File: src/rtl/pid_pos_ctrl_multi.sv
// pid_pos_ctrl_multi: time-multiplexed PID position controller for NUM_AXES axes.
// A single signed multiplier is shared by every axis and term; the sequence runs once per
// sample tick. Optional build macro PID_DERIV_FILTER_EN adds a first-order filter on the
// derivative input of each axis.
module pid_pos_ctrl_multi #(
    parameter int NUM_AXES   = 2,
    parameter int POS_W      = 32,
    parameter int GAIN_W     = 16,
    parameter int FRAC_BITS  = 8,
    parameter int OUT_W      = 16,
    parameter int OUT_LIMIT  = 4000,
    parameter int AW_THRESH  = 3900,
    parameter int INT_LIMIT  = 2000000000,
    parameter int DEADBAND   = 100,
    parameter int LEAK_SHIFT = 6,
    parameter int DIVIDER    = 5000
) (
    input  logic                         clk,
    input  logic                         reset,
    input  logic                         enable,
    input  logic [NUM_AXES*POS_W-1:0]    desired_pos,
    input  logic [NUM_AXES*POS_W-1:0]    actual_pos,
    input  logic [NUM_AXES*GAIN_W-1:0]   kp,
    input  logic [NUM_AXES*GAIN_W-1:0]   ki,
    input  logic [NUM_AXES*GAIN_W-1:0]   kd,
    output logic [NUM_AXES*OUT_W-1:0]    control_signal,
    output logic [NUM_AXES-1:0]          sat_flag,
    output logic                         busy,
    output logic                         sample_done,
    output logic                         overrun
);
    localparam int AXW = (NUM_AXES > 1) ? $clog2(NUM_AXES) : 1;
    localparam int CW  = (DIVIDER > 1) ? $clog2(DIVIDER) : 1;
    localparam int EW  = POS_W + 1;        // raw error / delta width
    localparam int FW  = EW + 1;           // filter difference width
    localparam int PW  = GAIN_W + POS_W + 1;
    localparam int SW  = PW + 2;           // product sum with guard bits
    localparam int OW1 = OUT_W + 1;

    localparam logic signed [EW-1:0]  E_MAX    = {2'b00, {(POS_W-1){1'b1}}};
    localparam logic signed [EW-1:0]  E_MIN    = {2'b11, {(POS_W-1){1'b0}}};
    localparam logic signed [EW-1:0]  I_MAX    = EW'(INT_LIMIT);
    localparam logic signed [EW-1:0]  I_MIN    = EW'(-INT_LIMIT);
    localparam logic signed [EW-1:0]  DB       = EW'(DEADBAND);
    localparam logic signed [OW1-1:0] AW_T     = OW1'(AW_THRESH);
    localparam logic signed [SW-1:0]  O_MAX    = SW'(OUT_LIMIT);
    localparam logic signed [SW-1:0]  O_MIN    = SW'(-OUT_LIMIT);
    localparam logic [CW-1:0]         CNT_LAST = CW'(DIVIDER - 1);

    typedef enum logic [3:0] {
        StIdle, StLatch, StErr, StMulP, StMulI, StMulD, StSum, StSat, StDone
    } state_t;

    state_t                    r_state;
    logic [CW-1:0]             r_cnt;
    logic [AXW-1:0]            r_axis;
    logic                      r_busy, r_sample_done, r_overrun;
    logic signed [POS_W-1:0]   r_des   [NUM_AXES];
    logic signed [POS_W-1:0]   r_act   [NUM_AXES];
    logic signed [GAIN_W-1:0]  r_kp    [NUM_AXES];
    logic signed [GAIN_W-1:0]  r_ki    [NUM_AXES];
    logic signed [GAIN_W-1:0]  r_kd    [NUM_AXES];
    logic signed [POS_W-1:0]   r_integ [NUM_AXES];
    logic signed [POS_W-1:0]   r_prev  [NUM_AXES];
    logic signed [OUT_W-1:0]   r_ctrl  [NUM_AXES];
    logic [NUM_AXES-1:0]       r_sat;
    logic signed [POS_W-1:0]   r_e;
    logic signed [EW-1:0]      r_delta;
    logic signed [PW-1:0]      r_prod_p, r_prod_i, r_prod_d;
    logic signed [SW-1:0]      r_sum;
`ifdef PID_DERIV_FILTER_EN
    logic signed [EW-1:0]      r_df    [NUM_AXES];
    logic signed [FW-1:0]      w_fdiff;
    logic signed [EW-1:0]      w_df_next;
`endif

    logic                      w_tick;
    logic signed [EW-1:0]      w_e_raw, w_delta_raw, w_delta, w_e_abs, w_integ_sum;
    logic signed [POS_W-1:0]   w_e, w_integ_next;
    logic signed [OW1-1:0]     w_ctrl_x, w_ctrl_abs;
    logic signed [GAIN_W-1:0]  w_mul_a;
    logic signed [EW-1:0]      w_mul_b;
    logic signed [PW-1:0]      w_prod;
    logic signed [SW-1:0]      w_sum_full;
    logic signed [OUT_W-1:0]   w_sat_val;
    logic                      w_sat;

    assign w_tick = enable && (r_cnt == '0);

    // Error, derivative input and next integral for the axis currently in service
    always_comb begin
        w_e_raw = EW'(r_des[r_axis]) - EW'(r_act[r_axis]);
        w_e     = w_e_raw[POS_W-1:0];
        if (w_e_raw > E_MAX) begin
            w_e = {1'b0, {(POS_W-1){1'b1}}};
        end else if (w_e_raw < E_MIN) begin
            w_e = {1'b1, {(POS_W-1){1'b0}}};
        end
        w_delta_raw = EW'(w_e) - EW'(r_prev[r_axis]);
`ifdef PID_DERIV_FILTER_EN
        w_fdiff   = FW'(w_delta_raw) - FW'(r_df[r_axis]);
        w_df_next = r_df[r_axis] + EW'(w_fdiff >>> 2);
        w_delta   = w_df_next;
`else
        w_delta   = w_delta_raw;
`endif
        w_ctrl_x    = OW1'(r_ctrl[r_axis]);
        w_ctrl_abs  = w_ctrl_x[OW1-1] ? -w_ctrl_x : w_ctrl_x;
        w_e_abs     = w_e[POS_W-1] ? -EW'(w_e) : EW'(w_e);
        w_integ_sum = EW'(r_integ[r_axis]) + EW'(w_e);
        // Anti-windup hold beats deadband leak beats normal accumulation
        if (w_ctrl_abs >= AW_T) begin
            w_integ_next = r_integ[r_axis];
        end else if (w_e_abs < DB) begin
            w_integ_next = r_integ[r_axis] - (r_integ[r_axis] >>> LEAK_SHIFT);
        end else if (w_integ_sum > I_MAX) begin
            w_integ_next = I_MAX[POS_W-1:0];
        end else if (w_integ_sum < I_MIN) begin
            w_integ_next = I_MIN[POS_W-1:0];
        end else begin
            w_integ_next = w_integ_sum[POS_W-1:0];
        end
    end

    // Shared multiplier operand select, product sum and output clamp
    always_comb begin
        w_mul_a = '0;
        w_mul_b = '0;
        case (r_state)
            StMulP: begin w_mul_a = r_kp[r_axis]; w_mul_b = EW'(r_e); end
            StMulI: begin w_mul_a = r_ki[r_axis]; w_mul_b = EW'(r_integ[r_axis]); end
            StMulD: begin w_mul_a = r_kd[r_axis]; w_mul_b = r_delta; end
            default: ;
        endcase
        w_prod     = PW'(w_mul_a) * PW'(w_mul_b);
        w_sum_full = SW'(r_prod_p) + SW'(r_prod_i) + SW'(r_prod_d);
        w_sat      = 1'b1;
        if (r_sum > O_MAX) begin
            w_sat_val = OUT_W'(OUT_LIMIT);
        end else if (r_sum < O_MIN) begin
            w_sat_val = OUT_W'(-OUT_LIMIT);
        end else begin
            w_sat_val = r_sum[OUT_W-1:0];
            w_sat     = 1'b0;
        end
    end

    // Tick counter, sequencer and per-axis loop state
    always_ff @(posedge clk) begin
        if (reset || !enable) begin
            r_state       <= StIdle;
            r_cnt         <= '0;
            r_axis        <= '0;
            r_busy        <= 1'b0;
            r_sample_done <= 1'b0;
            r_sat         <= '0;
            for (int k = 0; k < NUM_AXES; k++) begin
                r_integ[k] <= '0;
                r_prev[k]  <= '0;
                r_ctrl[k]  <= '0;
`ifdef PID_DERIV_FILTER_EN
                r_df[k]    <= '0;
`endif
            end
            if (reset) r_overrun <= 1'b0;
        end else begin
            r_cnt         <= (r_cnt == CNT_LAST) ? '0 : r_cnt + CW'(1);
            r_sample_done <= 1'b0;
            if (w_tick && (r_state != StIdle)) r_overrun <= 1'b1;
            case (r_state)
                StIdle: begin
                    if (w_tick) begin
                        r_state <= StLatch;
                        r_busy  <= 1'b1;
                    end
                end
                StLatch: begin
                    for (int k = 0; k < NUM_AXES; k++) begin
                        r_des[k] <= desired_pos[k*POS_W +: POS_W];
                        r_act[k] <= actual_pos[k*POS_W +: POS_W];
                        r_kp[k]  <= kp[k*GAIN_W +: GAIN_W];
                        r_ki[k]  <= ki[k*GAIN_W +: GAIN_W];
                        r_kd[k]  <= kd[k*GAIN_W +: GAIN_W];
                    end
                    r_axis  <= '0;
                    r_state <= StErr;
                end
                StErr: begin
                    r_e              <= w_e;
                    r_delta          <= w_delta;
                    r_integ[r_axis]  <= w_integ_next;
`ifdef PID_DERIV_FILTER_EN
                    r_df[r_axis]     <= w_df_next;
`endif
                    r_state          <= StMulP;
                end
                StMulP: begin r_prod_p <= w_prod; r_state <= StMulI; end
                StMulI: begin r_prod_i <= w_prod; r_state <= StMulD; end
                StMulD: begin r_prod_d <= w_prod; r_state <= StSum;  end
                StSum: begin
                    r_sum   <= w_sum_full >>> FRAC_BITS;
                    r_state <= StSat;
                end
                StSat: begin
                    r_ctrl[r_axis] <= w_sat_val;
                    r_sat[r_axis]  <= w_sat;
                    r_prev[r_axis] <= r_e;
                    if (r_axis == AXW'(NUM_AXES - 1)) begin
                        r_state       <= StDone;
                        r_sample_done <= 1'b1;
                    end else begin
                        r_axis  <= r_axis + AXW'(1);
                        r_state <= StErr;
                    end
                end
                StDone: begin
                    r_state <= StIdle;
                    r_busy  <= 1'b0;
                end
                default: r_state <= StIdle;
            endcase
        end
    end

    // Pack per-axis outputs, axis 0 in the LSBs
    always_comb begin
        control_signal = '0;
        for (int k = 0; k < NUM_AXES; k++) begin
            control_signal[k*OUT_W +: OUT_W] = r_ctrl[k];
        end
    end

    assign sat_flag    = r_sat;
    assign busy        = r_busy;
    assign sample_done = r_sample_done;
    assign overrun     = r_overrun;

endmodule

File: config.mk
export PLATFORM = sky130hd
export DESIGN_NAME = pid_pos_ctrl_multi
export DESIGN_NICKNAME = d
export VERILOG_FILES = /design/src/rtl/pid_pos_ctrl_multi.sv
export SDC_FILE = /design/constraint.sdc
export NUM_CORES = 2
export LEC_CHECK = 0
export ABC_AREA = 0
export BUFFER_PORTS_ARGS = -buffer_cell sky130_fd_sc_hd__buf_2
export CORE_ASPECT_RATIO = 0.8
export CORE_MARGIN = 1.5
export CORE_UTILIZATION = 30
export DETAILED_ROUTE_END_ITERATION = 8
export GPL_TIMING_DRIVEN = 0
export PLACE_DENSITY_LB_ADDON = 0.25
export SLEW_MARGIN = 20
export SYNTH_ARGS = -nofsm -noshare
export SYNTH_HDL_FRONTEND = slang
export SYNTH_SLANG_ARGS = --single-unit
File: constraint.sdc
create_clock -name clk -period 38.5 [get_ports clk]
set_input_delay 7.7 -clock clk [delete_from_list [all_inputs] [get_ports clk]]
set_output_delay 7.7 -clock clk [all_outputs]
set_load 0.1 [all_outputs]
==> summary.txt <==
Floorplan
  – Core ar.: approximately 180000 µm²
  – Die height: around 380 µm
  – Site Rows: approximately 140
  – IO Pins: around 260
  – Die Width: roughly 480 µm
  – Die area: around 180000 µm²
  – Initial Util: 0.302

Timing
  – Slew Viols, Final: 0
  – Slew of the pin with the lowest slew margin: around 1200 ps
  – WHS: roughly 470 ps
  – Max-slew headroom: 0.203
  – Final min period: ~15000 ps
  – RSZ-0062 raised after global routing: false
  – Final setup vio count: 0
  – Post-layout worst setup margin: 23350 ps
  – Max Freq: roughly 66 MHz
  – Clk_skew: 41.0 ps
  – Crit share post-route: 0.394
  – Final Hold Vio Count: 0

Logic synthesis
  – Post-synth top area share: 0.359
  – Yosys top cell by area: edfxtp_1
  – Synth area leaders: edfxtp_1, fa_1, ha_1
  – Synthesized area per cell: 10.8 µm²
  – Post-synth EDFFs: 640
  – Seq/Total Area, Yosys: 0.367
  – Yosys warning count: 0
  – Cell Area, Synth: about 54000 µm²
  – Synth Net Count: a little over 6k
  – Synthesis-stage register bit count: about 660
  – Synth Flop Type: edfxtp_1
  – Library cells used by synthesis: 104
  – Synth async-reset ratio: 0
  – Cells after Synth: 4978

CTS
  – Root Buffer Master: clkbuf_16
  – Clock slew at reported path FFs: approximately 60 ps
  – Hold_buf cts: 0
  – Clock Tree Buf Depth: 3
  – H-tree depth: 3
  – Clock latency on the worst-skew pair: 710 ps
  – CTS Buf Count: 79
  – Clk sink count: between 600 and 700
  – CTS tree: built
  – CTS resizes: 0
  – Postcts setup bufs: 0

Power
  – Pleak: ~0.025 µW
  – Peak supply drop: 0.0000334 V
  – Power density over the cells: just under 30 nW/µm²

Drt
  – DRT iter0 DRCs: between 3k and 4k
  – Detailed Route WL: ~180 mm
  – WL per Instance: around 23 µm
  – Drt pass-1 iters: 6
  – Vias per inst: ~5.1
  – Vias: approximately 40k
  – Routed Antenna Nets: 0
  – DRC errors left: 0

GRT
  – Initial antenna violation count: 19
  – Pin count of the biggest net entering global routing: 33
  – Wire length of the first global-routing pass: 263 mm
  – Gr usage total: 0.197
  – Total gr overflow: 0
  – Vias in the first global route: 40.2k

Worst hold path
  – Hold Path Origin: r_cnt[0]
  – Hold Path Depth: 1
  – Hold endpoint: r_cnt[0]
  – Hold Crit Class: register to register

Finish
  – Final Net Count: approximately 6.5k
  – Layout cell share with drive strength beyond 1: 0.119
  – Synth-to-Final Area Change: 14.7%
  – N_diodes: 0
  – Final instance area: between 60000 and 70000 µm²

Outcome
  – Status: finished, final reports clean

Critical path
  – Kind of critical path: register to register
  – Reg-to-reg endpoint: r_integ[1][20]
  – Worst path bufs/invs: 14
  – Crit path capture type: register
  – Startpoint Class: register
  – WP data arrival: 15550 ps
  – Cell count of the worst reg-to-reg path: 39
  – Most used cell, CP: clkbuf_1
  – Crit path max fanout: 10
  – Crit path largest cell delay: roughly 810 ps
  – Delay-heaviest family, CP: buffers and inverters
  – Flop2flop setup slack: between 20000 and 25000 ps
  – CP required: just under 40000 ps
  – CP max stage cell: clkbuf_1

Place
  – Pre-CTS setup slack: 23590 ps
  – GPL Wtd Cong: between 0.9 and 1
  – Placed Area: 58800 µm²
  – DP HPWL: around 140 mm
  – I/O Buffers: 263

Job
  – Max-cap violations: 0
[cells in the final DEF, fill, tap and decap left out, types with 33 or more instances in the layout]
master     synthesis  layout
a211oi_1          33      33
a21o_1            84      84
a21oi_1          222     222
a222oi_1          33      33
and2_1           130     130
buf_2              6     319
buf_4              1      40
clkbuf_1         141     153
clkbuf_16          0      80
edfxtp_1         640     640
fa_1             553     553
ha_1             290     290
inv_1            589     589
mux2_2            67      67
mux2i_1          106      95
nand2_1          492     488
nand2b_1          54      54
nand3_1           65      65
nand4_1           34      34
nor2_1           423     421
nor2b_1           42      42
nor3_1            92      88
o21a_1            38      38
o21ai_0          152     146
xnor2_1          140     140
xor2_1            52      52
[per-stage QoR]
stage / util / std cells / total power [µW] / TNS, ps
5_1_grt: 0.347 / 7861 / 1840 / 0
2_1_floorplan: - / 4978 / 944 / 0
3_5_place_dp: 0.332 / 7717 / 1000 / 0
6_report: 0.347 / 7861 / 1780 / 0
4_1_cts: 0.347 / 7861 / 1790 / 0
3_3_place_gp: 0.327 / 7621 / 1010 / -785920
[synthesized netlist by cell type, types with 92 or more instances]
cell	instances
inv_1	589
fa_1	553
nor3_1	92
nor2_1	423
ha_1	290
a21oi_1	222
xnor2_1	140
mux2i_1	106
clkbuf_1	141
o21ai_0	152
nand2_1	492
and2_1	130
edfxtp_1	640
[metal layers]
layer,up-vias,wire length (µm),track usage
li1,18096,-,-
met1,20227,83900,0.292
met2,1559,71600,0.276
met3,220,18200,0.0600
met4,4,3940,0.0433
met5,-,23,0
[state kept, by name, indices dropped and copies added, names as in the netlist, named ones only]
name,count
r_integ,64
r_state,4
r_ctrl,32
r_delta,33
r_prod_i,49
r_e,32
r_sum,43
overrun,1
sat_flag,2
r_ki,32
r_cnt,13
r_kd,32
r_axis,1
r_des,64
sample_done,1
r_prev,64
r_prod_p,49
busy,1
r_act,64
r_prod_d,49
r_kp,32
[power breakdown]
group,switching (µW),total (µW),internal (µW)
logic,127,193,66.1
clock network,324,781,457
registers,3.54,803,799
total,454,1780,1320
[how the worst max path moves through the flow]
stage               depth (start not counted)             end  slack (ps)     start
floorplan                                   3     r_act[0][0]        8000     reset
global placement                            4     r_kd[1][10]       -3630     reset
detailed placement                         39  r_integ[1][20]       23590  register
CTS                                        39  r_integ[1][20]       23530  register
global route                               39  r_integ[1][20]       22510  register
finish                                     39  r_integ[1][20]       23350  register
[logic make-up after synthesis]
logic type               count (synthesis)  synth area share
AO/OA/AOI/OAI                          863             0.110
XOR/XNOR                               194            0.0322
adder cells (fa/ha/maj)                845             0.275
buffers and inverters                  770            0.0547
flip-flops                             663             0.367
multiplexers                           173            0.0339
AND/OR/NAND/NOR                       1470             0.127
[final cells by class]
cell class	instances	area (µm²)
fillers	18021	116000
multi-input cells	3545	31100
flip-flops and latches	663	19700
clock inverters	42	507
plain buffers	179	731
well taps	2380	2980
repair buffers	359	2110
clock buffers	102	2110
inverters	591	2220
No activity file was read; power rests on OpenSTA's default activity.
